$ cat config.mk
export PLATFORM = sky130hd
export DESIGN_NAME = coax_tx_queue
export DESIGN_NICKNAME = d
export VERILOG_FILES = /design/src/rtl/coax_pkg.sv /design/src/rtl/coax_fifo.sv /design/src/rtl/coax_tx_queue.sv
export SDC_FILE = /design/constraint.sdc
export NUM_CORES = 1
export LEC_CHECK = 0
export ABC_AREA = 1
export CAP_MARGIN = 40
export CORE_MARGIN = 10
export CORE_UTILIZATION = 50
export CTS_BUF_LIST = sky130_fd_sc_hd__clkbuf_4
export CTS_CLUSTER_SIZE = 25
export DETAILED_ROUTE_END_ITERATION = 7
export PLACE_DENSITY_LB_ADDON = 0.12
export REMOVE_ABC_BUFFERS = 1
export SKIP_LAST_GASP = 1
export SLEW_MARGIN = 20
export SYNTH_ARGS = -nofsm -noshare
export SYNTH_HDL_FRONTEND = slang
export SYNTH_SLANG_ARGS = --single-unit
$ cat constraint.sdc
create_clock -name clk -period 2.4 [get_ports clk]
set_input_delay 0.48 -clock clk [delete_from_list [all_inputs] [get_ports clk]]
set_output_delay 0.48 -clock clk [all_outputs]
set_load 0.05 [all_outputs]
$ cat src/rtl/coax_pkg.sv
// Shared coax definitions: word width and the transmit-queue FSM state encoding.
package coax_pkg;

   localparam int unsigned COAX_WORD_WIDTH = 10;

   typedef enum logic [2:0] {
      IDLE,
      LOAD,
      WAIT_ACK,
      BUSY,
      GAP
   } coax_tx_queue_state_t;

endpackage

$ cat src/rtl/coax_fifo.sv
// Circular word buffer with extra-bit pointers, registered occupancy flags,
// overflow detection and synchronous flush.
module coax_fifo
   import coax_pkg::*;
#(
   parameter int unsigned DEPTH = 16
) (
   input  logic                       clk,
   input  logic                       reset_n,
   input  logic                       wr_en,
   input  logic [COAX_WORD_WIDTH-1:0] wr_data,
   input  logic                       rd_en,
   input  logic                       flush,
   output logic [COAX_WORD_WIDTH-1:0] rd_data_c,
   output logic                       full,
   output logic                       empty,
   output logic [$clog2(DEPTH):0]     count,
   output logic                       overflow_c
);

   localparam int unsigned AW = $clog2(DEPTH);
   localparam int unsigned CW = AW + 1;

   logic [COAX_WORD_WIDTH-1:0] mem [DEPTH];
   logic [CW-1:0]              wr_ptr;
   logic [CW-1:0]              rd_ptr;
   logic [CW-1:0]              wr_ptr_nxt_c;
   logic [CW-1:0]              rd_ptr_nxt_c;
   logic [CW-1:0]              count_nxt_c;
   logic                       push_c;
   logic                       pop_c;

   // Full is judged on the registered flag, so a write while full is refused even if a pop happens.
   always_comb begin
      push_c       = wr_en & ~full & ~flush;
      pop_c        = rd_en & ~empty;
      overflow_c   = wr_en & full & ~flush;
      wr_ptr_nxt_c = push_c ? wr_ptr + CW'(1) : wr_ptr;
      rd_ptr_nxt_c = pop_c ? rd_ptr + CW'(1) : rd_ptr;
      count_nxt_c  = wr_ptr_nxt_c - rd_ptr_nxt_c;
      rd_data_c    = mem[rd_ptr[AW-1:0]];
   end

   always_ff @(posedge clk) begin
      if (push_c) begin
         mem[wr_ptr[AW-1:0]] <= wr_data;
      end
   end

   always_ff @(posedge clk or negedge reset_n) begin
      if (!reset_n) begin
         wr_ptr <= '0;
         rd_ptr <= '0;
         count  <= '0;
         full   <= 1'b0;
         empty  <= 1'b1;
      end else if (flush) begin
         wr_ptr <= '0;
         rd_ptr <= '0;
         count  <= '0;
         full   <= 1'b0;
         empty  <= 1'b1;
      end else begin
         wr_ptr <= wr_ptr_nxt_c;
         rd_ptr <= rd_ptr_nxt_c;
         count  <= count_nxt_c;
         full   <= (count_nxt_c == CW'(DEPTH));
         empty  <= (count_nxt_c == '0);
      end
   end

endmodule

$ cat src/rtl/coax_tx_queue.sv
// Transmit word queue feeding coax_tx: load handshake, ack timeout, inter-word gap.
// Optional COAX_TX_QUEUE_STATS_EN adds sent_count / drop_count statistics outputs.
module coax_tx_queue
   import coax_pkg::*;
#(
   parameter int unsigned DEPTH       = 16,
   parameter int unsigned GAP_CYCLES  = 8,
   parameter int unsigned ACK_TIMEOUT = 64
) (
   input  logic                       clk,
   input  logic                       reset_n,
   input  logic                       wr_en,
   input  logic [COAX_WORD_WIDTH-1:0] wr_data,
   input  logic                       flush,
   output logic                       full,
   output logic                       empty,
   output logic [$clog2(DEPTH):0]     count,
   output logic                       tx_load,
   output logic [COAX_WORD_WIDTH-1:0] tx_data,
   input  logic                       tx_active,
   output logic                       overflow,
   output logic                       timeout,
   input  logic                       clear_err
`ifdef COAX_TX_QUEUE_STATS_EN
   ,
   output logic [15:0]                sent_count,
   output logic [7:0]                 drop_count
`endif
);

   localparam int unsigned TW = $clog2(ACK_TIMEOUT + 1);
   localparam int unsigned GW = $clog2(GAP_CYCLES + 2);

   coax_tx_queue_state_t       state_q;
   coax_tx_queue_state_t       state_d;
   logic [TW-1:0]              ack_tmr_q;
   logic [TW-1:0]              ack_tmr_d;
   logic [GW-1:0]              gap_q;
   logic [GW-1:0]              gap_d;
   logic                       pop_c;
   logic                       timeout_evt_c;
   logic                       sent_evt_c;
   logic                       overflow_evt_c;
   logic [COAX_WORD_WIDTH-1:0] head_c;

   coax_fifo #(
      .DEPTH (DEPTH)
   ) u_fifo (
      .clk        (clk),
      .reset_n    (reset_n),
      .wr_en      (wr_en),
      .wr_data    (wr_data),
      .rd_en      (pop_c),
      .flush      (flush),
      .rd_data_c  (head_c),
      .full       (full),
      .empty      (empty),
      .count      (count),
      .overflow_c (overflow_evt_c)
   );

   // Ack timer counts clocks since tx_load, so it reads k in the k-th cycle after the strobe.
   always_comb begin
      state_d       = state_q;
      ack_tmr_d     = ack_tmr_q;
      gap_d         = gap_q;
      pop_c         = 1'b0;
      timeout_evt_c = 1'b0;
      sent_evt_c    = 1'b0;
      case (state_q)
         IDLE: begin
            if (!empty && !tx_active) begin
               pop_c   = 1'b1;
               state_d = LOAD;
            end
         end
         LOAD: begin
            ack_tmr_d = TW'(1);
            state_d   = WAIT_ACK;
         end
         WAIT_ACK: begin
            if (tx_active) begin
               state_d = BUSY;
            end else if (ack_tmr_q >= TW'(ACK_TIMEOUT - 1)) begin
               timeout_evt_c = 1'b1;
               gap_d         = GW'(GAP_CYCLES);
               state_d       = GAP;
            end else begin
               ack_tmr_d = ack_tmr_q + TW'(1);
            end
         end
         BUSY: begin
            if (!tx_active) begin
               sent_evt_c = 1'b1;
               gap_d      = GW'(GAP_CYCLES);
               state_d    = GAP;
            end
         end
         GAP: begin
            if (gap_q == '0) begin
               state_d = IDLE;
            end else begin
               gap_d = gap_q - GW'(1);
            end
         end
         default: state_d = IDLE;
      endcase
   end

   always_ff @(posedge clk or negedge reset_n) begin
      if (!reset_n) begin
         state_q   <= IDLE;
         ack_tmr_q <= '0;
         gap_q     <= '0;
         tx_load   <= 1'b0;
         tx_data   <= '0;
         overflow  <= 1'b0;
         timeout   <= 1'b0;
      end else begin
         state_q   <= state_d;
         ack_tmr_q <= ack_tmr_d;
         gap_q     <= gap_d;
         tx_load   <= (state_d == LOAD);
         if (pop_c) begin
            tx_data <= head_c;
         end
         // A new error in the same cycle as clear_err keeps the flag set.
         overflow  <= overflow_evt_c | (overflow & ~clear_err);
         timeout   <= timeout_evt_c | (timeout & ~clear_err);
      end
   end

`ifdef COAX_TX_QUEUE_STATS_EN
   logic [8:0] drop_sum_c;

   always_comb begin
      drop_sum_c = 9'(drop_count) + 9'(overflow_evt_c) + 9'(timeout_evt_c);
   end

   // sent_count wraps; drop_count saturates.
   always_ff @(posedge clk or negedge reset_n) begin
      if (!reset_n) begin
         sent_count <= '0;
         drop_count <= '0;
      end else begin
         if (sent_evt_c) begin
            sent_count <= sent_count + 16'd1;
         end
         drop_count <= drop_sum_c[8] ? 8'hFF : drop_sum_c[7:0];
      end
   end
`endif

endmodule

# Word level (Yosys, flattened, before mapping)
# Memory sizes are Yosys's and may differ from the RTL's. A register that Yosys moved wholly into a read port is not among the register bits.
# Index checks and enable logic that the tools add are counted.
[totals] regBits=34 mem_bits_rw=160 input_bits=16 wordCells=81 memories=1
[op_classes] add_sub_neg=5 order_cmp=1 n_eq_ne=11 mux=28 bitwise_logic=13 reduce_logical=11
[memory_table] memory="u_fifo.mem" depth=16 word_bits=10 read_ports=1 rd_ports_with_merged_regs=1 write_ports=1 line="coax_fifo.sv:24" rtl="logic [COAX_WORD_WIDTH-1:0] mem [DEPTH];"
[ops] op="$mux 5" n=5
[ops] op="$mux 4" n=4
[ops] op="$mux 3" n=5
[ops] op="$pmux 3 s5" n=1
[ops] op="$mux 7" n=2
[ops] op="$pmux 7 s2" n=1
[ops] op="$pmux 4 s3" n=1
[ops] op="$add 5x1->5 const B" n=2
[ops] op="$ne 2x2->1 const B" n=5
[ops] op="$mux 1" n=9
[ops] op="$add 7x1->7 const B" n=1
[ops] op="$and 1x1->1" n=7
[ops] op="$ge 7x6->1 const B" n=1
[ops] op="$eq 3x1->1 const B" n=2
[ops] op="$eq 3x2->1 const B" n=2
[ops] op="$eq 5x5->1 const B" n=1
[ops] op="$logic_not 5->1" n=1
[ops] op="$reduce_and 5->1" n=1
[ops] op="$sub 5x5->5" n=1
[ops] op="$logic_not 4->1" n=1
[ops] op="$not 1->1" n=4
[ops] op="$sub 4x1->4 const B" n=1
[ops] op="$eq 3x3->1 const B" n=1
[ops] op="$logic_not 1->1" n=3
[ops] op="other kinds (6)" n=7

# Longest topological paths before layout
# Gate-level depths: netlist of run 1.
[depth] ltp_word=9 ltp_mapped=18 mapped_depth_nobuf=17

# By module
# Synthesis of run 1 repeated with hierarchy kept, for this count alone.
[hier_totals] cells_unflattened=766 area_unflattened_um2=8654.6
[by_module_without_submodules] module="coax_fifo" n_inst=1 cells_each=603 area_per_inst_um2=7314.5 seq_area_each_um2=5231.3
[by_module_without_submodules] module="coax_tx_queue" n_inst=1 cells_each=163 area_per_inst_um2=1340.0 seq_area_each_um2=675.6

# Worst setup path after synthesis of run 1
# OpenSTA, ideal clock, no wires.
[synth_path] path_kind="flip-flop to flip-flop" from="register u_fifo.full" to="register u_fifo.full" t_arrival_ns=2.139 required_ns=2.329 path_slack_ns=0.190 path_stages_with_launch=12 path_buffers=0 period_less_slack_ns=2.210 path_cell_list="dfrtp_1 -> inv_1 -> nand3_4 -> nor4_1 -> xor2_1 -> inv_1 -> ha_1 -> a21oi_1 -> nand2_1 -> nand2_1 -> nand3_1 -> nor2_1"
[synth_between] elab_chain_cells=7
[synth_lines] element="start, declared" line="coax_fifo.sv:15" rtl="output logic full,"
[synth_lines] element="start signal, assigned" line="coax_fifo.sv:67" rtl="full <= (count_nxt_c == CW'(DEPTH));"
[synth_lines] element="$not 1->1" line="coax_fifo.sv:35" rtl="push_c = wr_en & ~full & ~flush;"
[synth_lines] element="$and 1x1->1 (2 in a row)" line="coax_fifo.sv:35"
[synth_lines] element="$mux 5" line="coax_fifo.sv:38" rtl="wr_ptr_nxt_c = push_c ? wr_ptr + CW'(1) : wr_ptr;"
[synth_lines] element="$sub 5x5->5" line="coax_fifo.sv:40" rtl="count_nxt_c = wr_ptr_nxt_c - rd_ptr_nxt_c;"
[synth_lines] element="$eq 5x5->1" line="coax_fifo.sv:67"
[synth_lines] element="$mux 1" line="coax_fifo.sv:57" rtl="end else if (flush) begin"
# Every way passes these cells.
# A chain may end at the register's enable or synchronous reset.

# Final worst setup path of run 1
[layout_path] from="register tx_data[8] (read register of u_fifo.mem)" to="output port tx_data[8]"
[layout_lines] element="start, declared" line="coax_tx_queue.sv:19" rtl="output logic [COAX_WORD_WIDTH-1:0] tx_data,"
# No word-level cell between the ends.

==> impl_results.md, run 1 <==
- Final instance area: ~10,000 um2
- Count leader, synth: edfxtp_1
- Worst setup startpoint: tx_data[8]$_DFFE_PN0N_
- Critical path depth: 1
- HPWL after detailed placement: around 13 mm
- Worst slew pin tran: 0.655 ns
- Clk pwr share: 28.9%
- Final setup TNS: 0 ns
- CP bufs+invs: 1
- Vias per cell: 5.41
- Boundary Pins: 36
- Final WL: 20.5 mm
- Cells on worst reg2reg path: 15
- Layout cells sized above 1: between 10% and 20%
- Final ANT Viol Nets: 0
- Syn Area/Cell: between 10 and 15 um2
- Setup CP Type: flip-flop to primary output
- DR pass1 iterations: 4
- Post-synth top flop: edfxtp_1
- H-tree depth: 2
- Worst reg2reg path startpoint: u_fifo.empty$_DFF_PN1_
- Final worst path period share: 95.6%
- Slowest stage delay, CP: a little over 0.8 ns
- Num CTS Buffers: between 50 and 60
- Mapped cell area: 8510 um2
- Clock skew: 0.0275 ns
- P_int: about 6.7 mW
- Crit Path Max Fanout: 2
- Hold Crit Class: primary input to asynchronous set/reset pin
- Crit-path slowest cell: clkdlybuf4s50_1
- Final min period: roughly 2.3 ns
- Final slew viol count: 0
- Setup ws final: 0.105 ns
- Clock sinks: around 200
- Final Wtd Congestion: 0.878
- Final hold viol count: 0
- Starting Density: 51.1%
- PortBufs: 35
- Std cell rows: 47
- Async SR Flop Fraction: 21.6%
- Vias: 5,980
- Cell Pwr Density: 998 nW/um2
- Initial antenna violation count: 1
- Sequential element share of the synthesized area: 69.4%
- Final-layout fill cell count: 1,365
- Global Route Usage Sum: 18.7%
- CTS tree: built
- Cell Chain, Critical Path: clkdlybuf4s50_1
- Height of the die: 150 um
- Synth Register Bits: 204
- Total congestion overflow: 0
- Top post-synthesis cells by count: edfxtp_1, nor2_1, o21ai_0
- Syn-to-layout area delta: 19.4%
- Peak VDD IR: approximately 0.69 mV
- Dpl cell area: 9420 um2
- Sequential share of power: 42.1%
- Sw power: 3.41 mW
- First-pass GRT wire length: 32.9 mm
- Worst-path clk slew: roughly 0.070 ns
- Fin Hold WS: 0.322 ns
- Mapped Cells: around 730
- CP arrival: 1.82 ns
- Setup crit end kind: primary output
- Net Sw Frac: 33.6%
- Core ar.: 16,600 um2
- Slew margin rel.: 56.2%
- Unrepaired setup endpoints after global routing: no
- Leakage: 3.90 nW
- DIE AREA: 22,600 um2
- Synth top area share: 56.5%
- # DRC: 0
- Fmax: between 400 and 500 MHz
- Clk_lat worst skew: 0.63 ns
- Comb pwr share: 29.0%
- Cell family with most CP delay: buffers and inverters
- Max-cap violations: 0
- Pre-CTS WS: -0.270 ns
- Clock buffer depth: 3
- Layout net count: roughly 880
- DIE WIDTH: ~150 um
- Status: completed
- WL/cell: 18.6 um
- Synth area leaders: edfxtp_1, dfrtp_1, nor2_1
- Yosys warns: 0
- DR iter-0 viols: 370
- Required time worst endpoint: between 1.5 and 2 ns
- Area leader, netlist: edfxtp_1
- Post-synth EDFFs: 160
- Clock root buffer: clkbuf_4
- Final setup vio count: 0
- Final Total Pwr: 10.1 mW
- Setup crit start kind: flip-flop
- Distinct cell type count after synthesis: 36
- Largest net degree at the start of global routing: 81
- Vias in the first global route: 6,267
## power by group through the flow
stage               Combinational [mW]  Clock, mW  Sequential [mW]
floorplan                         1.33          0             4.85
global placement                  2.82          0             4.33
detailed placement                2.89          0             4.34
CTS                               2.90       3.01             4.27
global route                      3.24       3.19             4.29
finish                            2.94       2.93             4.27
## worst paths after layout
| check | slack, ns | end |
|---|---|---|
| max | 0.10 | tx_data[8] |
| min | 0.32 | overflow$_DFF_PN0_ |
| min reg2reg | 0.49 | tx_data[9]$_DFFE_PN0N_ |
| max in group asynchronous | 1.44 | u_fifo.rd_ptr[0]$_DFF_PN0_ |
| min in group clk | 0.44 | timeout$_DFF_PN0_ |
| max reg2reg | 0.24 | u_fifo.full$_DFF_PN0_ |
## what timing repair did
item / 4_1_cts / 5_1_grt
gates resized for setup: 2 / 4
setup endpoints to repair: 2 / 3
pin swaps: 0 / 3
hold endpoints to repair: 16 / 0
hold buffers: 1 / 0
setup buffers: 0 / 5
## area by class of cell
type                            count  area [um2]  area share, %
Inverter                           49         184           1.81
Timing Repair Buffer               93         818           8.06
Sequential cell                   204        5910           58.2
Multi-Input combinational cell    448        2300           22.6
Antenna cell                        1        2.50         0.0246
Clock buffer                       80         601           5.91
Clock inverter                     11        68.8          0.678
Tap cell                          220         275           2.71
## through the flow
stage                     instances  util [%]
after floorplan                 701         -
after global placement         1008      56.6
after detailed placement       1008      56.6
after CTS                      1100      60.7
after global routing           1106      61.0
final                          1106      61.0
## per-layer routing
metal  wire, um  up-vias  global-route usage (%)  part of all wire [%]
met5          0        -                       0                     0
met2       9870      182                    30.5                    48
li1           -     2843                       -                     -
met3       1250       25                    4.23                   6.1
met4        322        0                    7.19                   1.6
met1       9100     2930                    23.7                    44
## cell usage in the layout (no fill, tap or decap), drive strengths merged, types with 2 or more instances in the layout
cell           count
a21oi              7
buf               58
clkbuf            80
clkdlybuf4s50     32
clkinv            10
dfrtp             43
dlygate4sd2        2
edfxtp           160
ha                12
inv               49
nand2             90
nand3             34
nand4              3
nor2             143
o211ai             2
o21ai             94
o221ai             2
o22a               8
o22ai             39
xor2               6
## kinds of logic (layout without fill, tap and decap cells)
kind of cell	after synthesis	after routing	synth area share, %
other cells	0	1	0
simple gates	275	275	14.0
compound gates	155	155	10.4
flops	204	204	69.4
xor+xnor	6	6	0.618
fa+ha+maj	12	12	1.76
buf+inv	81	233	3.75
## state kept, by name, indices dropped and copies added, names as in the netlist
name / cells
tx_load: 1
u_fifo.full: 1
overflow: 1
ack_tmr_q: 7
u_fifo.mem: 160
timeout: 1
state_q: 3
u_fifo.count: 5
u_fifo.rd_ptr: 5
u_fifo.wr_ptr: 5
tx_data: 10
gap_q: 4
u_fifo.empty: 1
No activity file was read; power rests on OpenSTA's default activity.
==> inputs of run 2 (changes only) <==
--- a/config.mk
+++ b/config.mk
@@ -9,11 +9,11 @@
 export CAP_MARGIN = 40
 export CORE_MARGIN = 10
 export CORE_UTILIZATION = 50
-export CTS_BUF_LIST = sky130_fd_sc_hd__clkbuf_4
 export CTS_CLUSTER_SIZE = 25
 export DETAILED_ROUTE_END_ITERATION = 7
 export PLACE_DENSITY_LB_ADDON = 0.12
 export REMOVE_ABC_BUFFERS = 1
+export SETUP_SLACK_MARGIN = 0.05
 export SKIP_LAST_GASP = 1
 export SLEW_MARGIN = 20
 export SYNTH_ARGS = -nofsm -noshare
==> constraint.sdc (replaced) <==
create_clock -name clk -period 2.1 [get_ports clk]
set_input_delay 0.42 -clock clk [delete_from_list [all_inputs] [get_ports clk]]
set_output_delay 0.42 -clock clk [all_outputs]
set_load 0.05 [all_outputs]
==> impl_results.md, run 2 (same netlist as run 1, synthesis figures left out) <==
- Status: completed
- DIE AREA: 22,600 um2 (unchanged)
- DIE WIDTH: 150 um (unchanged)
- Final setup vio count: 0 (unchanged)
- Setup crit end kind: flip-flop
- Crit-path slowest cell: dfrtp_1
- Critical path depth: 15 (+14)
- Worst-path clk slew: 0.06 ns (about the same)
- DR pass1 iterations: 5 (+1)
- Setup CP Type: flip-flop to flip-flop
- Core ar.: 16,600 um2 (unchanged)
- HPWL after detailed placement: 12.9 mm (+0.14%)
- Most frequent cells in the layout: edfxtp_1, nor2_1, o21ai_0
- Total congestion overflow: 0 (unchanged)
- Vias in the first global route: 5,965 (-4.8%)
- ANT cells: 0 (-1)
- Crit Path Max Fanout: 6 (+4)
- CP bufs+invs: 3 (+2)
- Final min period: a little over 2 ns
- Largest net degree at the start of global routing: 81 (unchanged)
- Cells on worst reg2reg path: 15 (unchanged)
- First-pass GRT wire length: 32.3 mm (-1.9%)
- Setup ws final: 0.0351 ns (-0.0696 ns)
- Num CTS Buffers: 22 (-57%)
- Final Total Pwr: 12.0 mW (+19%)
- Required time worst endpoint: 2.53 ns (+0.61 ns)
- Reg2reg setup slack: 0.04 ns (-0.20 ns)
- Final hold viol count: 0 (unchanged)
- Most common cell after layout, fill and taps aside: edfxtp_1
- Cell Chain, Critical Path: nor2_4 > nand3_4 > buf_6 > inv_4 > nand2_4 > xor2_4 > ha_4 > inv_4 > nor2_4 > nand3_2 > nand2_1 > nand2_1 > nand2_2 > nand2_2 > nor2_2
- Vias per cell: 5.56 (+2.8%)
- DR iter-0 viols: 483 (+31%)
- Clock root buffer: clkbuf_16
- Sequential cell area: 5910 um2 (unchanged)
- Fmax: 484 MHz
- Setup crit end: u_fifo.full$_DFF_PN0_
- Boundary Pins: 36 (unchanged)
- Layout cells sized above 1: 21.6% (+2.0 points)
- Worst reg2reg path startpoint: state_q[1]$_DFF_PN0_
- Peak VDD IR: 0.746 mV (+8.3%)
- Area occupied by multi-input gates: 2490 um2 (+8.7%)
- Setup crit start kind: flip-flop
- Initial antenna violation count: 0 (-1)
- Final ANT Viol Nets: 0 (unchanged)
- Clk_lat worst skew: 0.49 ns (-0.14 ns)
- Util after Layout: 63.1% (+2.1 points)
- Vias: 5,986 (+0.10%)
- Std cell rows: 47 (unchanged)
- Hold Crit Class: primary input to asynchronous set/reset pin
- Final-layout fill cell count: 1,300 (-4.8%)
- PortBufs: 35 (unchanged)
- CP arrival: 2.49 ns (+0.67 ns)
- Final Wtd Congestion: 0.851 (-3.1%)
- RR Endpoint: u_fifo.full$_DFF_PN0_
- Max-cap violations: 0 (unchanged)
- Clock buffer depth: 3 (unchanged)
- Cell family with most CP delay: simple AND/OR/NAND/NOR gates
- Worst setup startpoint: state_q[1]$_DFF_PN0_
- WL/cell: 19.2 um (+3.6%)
- Final worst path period share: 98.3%
- Pre-CTS WS: -0.499 ns (-0.229 ns)
- Cell Pwr Density: 1150 nW/um2 (+15%)
- Final WL: 20.7 mm (+0.87%)
- Height of the die: 150 um (unchanged)
- Worst slew pin tran: 0.673 ns (+0.0181 ns)
- Layout net count: 869 (-0.69%)
- H-tree depth: 1 (-1)
- Slew margin rel.: 55.0% (-1.2 points)
- # DRC: 0 (unchanged)
- Leakage: 4.03 nW (+3.2%)
- Final slew viol count: 0 (unchanged)
- Starting Density: 51.1% (unchanged)
- Syn-to-layout area delta: 23.4%
- Clock skew: 0.00989 ns (-0.0176 ns)
- Clock sinks: 204 (unchanged)
- Unrepaired setup endpoints after global routing: yes
- CTS tree: built
- Global Route Usage Sum: 18.1% (-0.52 points)
- Max reg flops: 160 (unchanged)
- Slowest stage delay, CP: 0.41 ns (-0.41 ns)
run 2: cell types whose count changed in the layout (fill, tap and decap cells not counted), moves of 7 or more:
cell	previous run	this run
clkbuf_1	0	7
clkbuf_4	80	0
buf_4	54	77
clkbuf_16	0	23
nand2_1	81	72
dlygate4sd2_1	2	19
inv_1	42	32
clkdlybuf4s50_1	32	14
nand2_2	8	16
run 2: worst min-delay path by stage:
stage,cells after the start,slack [ns],to,from
detailed placement,1,0.42,ack_tmr_q[3]$_DFFE_PN0P_,reset_n
CTS,2,0.43,state_q[1]$_DFF_PN0_,reset_n
floorplan,0,0.12,ack_tmr_q[0]$_DFFE_PN0P_,reset_n
finish,2,0.43,ack_tmr_q[1]$_DFFE_PN0P_,reset_n
global route,2,0.47,ack_tmr_q[0]$_DFFE_PN0P_,reset_n
global placement,1,0.41,ack_tmr_q[2]$_DFFE_PN0P_,reset_n
run 2: power by group:
| part | switching, mW | internal (mW) | total, mW |
|---|---|---|---|
| clock network | 1.46 | 2.01 | 3.47 |
| logic | 2.38 | 1.30 | 3.68 |
| registers | 0.203 | 4.67 | 4.87 |
run 2: metal layers:
layer / global-route usage [%] / vias up / part of all wire, %
met4: 5.98 / 0 / 2.5
met2: 29.3 / 217 / 48
met1: 24.3 / 2930 / 43
met3: 3.27 / 43 / 6.4
met5: 0 / - / 0
li1: - / 2796 / -
run 2: worst register-to-register path, cell delays in order, from the launching register on:
cell     delay [ns]
dfrtp_1        0.41
nor2_4         0.15
nand3_4        0.11
buf_6          0.14
inv_4          0.05
nand2_4        0.05
xor2_4         0.17
ha_4           0.31
inv_4          0.04
nor2_4         0.10
nand3_2        0.09
nand2_1        0.07
nand2_1        0.06
nand2_2        0.10
nand2_2        0.08
nor2_2         0.08
run 2: final cells by class:
| type | instances | area share, % |
|---|---|---|
| clock buffers | 30 | 5.73 |
| flip-flops and latches | 204 | 56.3 |
| clock inverters | 10 | 0.465 |
| well taps | 220 | 2.62 |
| repair buffers | 116 | 9.25 |
| inverters | 49 | 1.87 |
| multi-input cells | 448 | 23.8 |
run 2: what timing repair did:
action / in CTS / in global routing
hold buffers: 1 / 0
buffers inserted: 5 / 11
setup endpoints to repair: 23 / 5
resized for setup: 35 / 45
pin swaps: 11 / 27
hold endpoints to repair: 19 / 0
run 2: per-stage QoR:
| step | hold slack [ns] | instances | instance area (um2) | setup TNS, ns |
|---|---|---|---|---|
| floorplan | 0.124 | 701 | 8370 | -18.85 |
| global placement | 0.408 | 1020 | 9510 | -2.47 |
| detailed placement | 0.423 | 1020 | 9510 | -2.74 |
| CTS | 0.426 | 1066 | 10200 | 0 |
| global route | 0.474 | 1077 | 10500 | -0.333 |
| finish | 0.429 | 1077 | 10500 | 0 |
==> edit (settings of run 2) <==
The option `COAX_TX_QUEUE_STATS_EN` is turned on by a define.
--- a/src/rtl/coax_tx_queue.sv
+++ b/src/rtl/coax_tx_queue.sv
@@ -1,5 +1,7 @@
 // Transmit word queue feeding coax_tx: load handshake, ack timeout, inter-word gap.
 // Optional COAX_TX_QUEUE_STATS_EN adds sent_count / drop_count statistics outputs.
+`define COAX_TX_QUEUE_STATS_EN
+
 module coax_tx_queue
    import coax_pkg::*;
 #(
Check against the original RTL (old outputs only; new: drop_count and sent_count): equivalent (Yosys induction, for registers that start in step).
==> edit against run 2 <==
  * Final area grew 18%
  * Sequential cell count grew 24
  * Routed wire length grew 9.6%
  * Final cell count grew 19%
  * Sequential share of layout area shrank 3.7 points
  * Setup slack lost 0.21 ns
  * Clock power grew 22%
  * Power grew 18%
  * Area after synthesis grew 13%
  * The flow now finishes with violations (negative setup slack)
  * Die area grew 11%
  * Largest power group unchanged
  * Largest cell class unchanged
  * Non-clock buffer count grew 47
  * Count of clock-buffer cells in the layout grew 5
==> edit: results <==
[outcome]
status = "complete, but fails checks"
violations = "negative setup slack"

[place]
dp_slack_ns = -0.589
place_congestion = 0.846
detailed_place_hpwl_mm = 14.2
io_buffers = 59
place_area_um2 = 11000

[global_route]
grt_pass1_wl_mm = 35.9
grt.total_usage = 0.179
grt_pass1_vias = 6899
grtUsageMet1 = 0.236
grt_util_met2 = 0.292
grt_antenna_before_repair = 1
grtUsageMet3 = 0.0364

[sta]
whs_ns = 0.383
worst_pin_slew_ns = 0.665
skew_ns = 0.0166
worst_slack_ns = -0.176
timing.setup.tns_ns = -1.34
setup_viol = 10

[yosys]
synth_common_cells = "160 x edfxtp_1, 145 x nor2_1, 107 x nand2_1, 97 x o21ai_0, 67 x dfrtp_1"
synth_cell_types = 38
synth_area_leaders = "edfxtp_1 50%, dfrtp_1 17%, nor2_1 5.7%"
async_reset_ff_frac = 0.298
syn_area_per_cell_um2 = 11.3
synth-seq-area-share = 0.677

[critical_path]
critPathTopFamily = "simple AND/OR/NAND/NOR gates"
slowest_stage = "fa_2"
rr_worst_depth = 12
reg2reg_from = "ack_tmr_q[0]"
slowest_delay_ns = 0.45
cp-endpoint = "drop_count[4]"

[power]
p_clk_mw = 4.25
seq_power_share = 0.383
cellPowerDensity_nw_per_um2 = 1150
vdd_drop_max_v = 0.00100
swShare = 0.339
p_leak_nw = 5.05

[layout]
finish.net_count = 1039
drive_gt1_frac = 0.236
fill_cells = 1409

[detailed_routing]
met3_wirelength_mm = 1.54
totalWireLength_mm = 22.7
dr.max_layer_used = "met5"
detail_route.wl_per_cell_um = 17.6
route.met2.wl_mm = 11.0
drt-met1-wl_mm = 9.66
dr_total_vias = 6775
drt-initial-drc-count = 452

[clocking]
clk_latency_ns = 0.51
postCtsSetupBuffers = 22
cts_resized = 83
numCtsBuffers = 24
## edit: cell types whose count changed after synthesis, moves of 8 or more
cell      change
nand2_1      +25
clkbuf_1      +8
buf_2         -8
nand3_1       +8
dfrtp_1      +24
nor2_1        +8
xor2_1       +10
inv_1        +19
## edit: cell families (layout without fill, tap and decap cells)
kind of cell	Yosys count	count (layout)	synth area share
AND/OR/NAND/NOR	321	321	0.146
XOR/XNOR	23	23	0.0210
buffers and inverters	104	278	0.0412
other	0	1	0
flip-flops	228	228	0.677
AO/OA/AOI/OAI	161	161	0.0946
adder cells (fa/ha/maj)	14	14	0.0190
multiplexers	1	1	0.00117
## edit: area by class of cell
type / instances / area (um^2) / share of cell area
timing repair buffer: 163 / 1400 / 0.113
sequential: 228 / 6510 / 0.526
clock inverter: 8 / 113 / 0.00909
inverter: 72 / 280 / 0.0226
multi-input combinational: 520 / 3070 / 0.248
tap: 260 / 325 / 0.0263
antenna: 1 / 2.50 / 0.000202
clock buffer: 35 / 683 / 0.0552
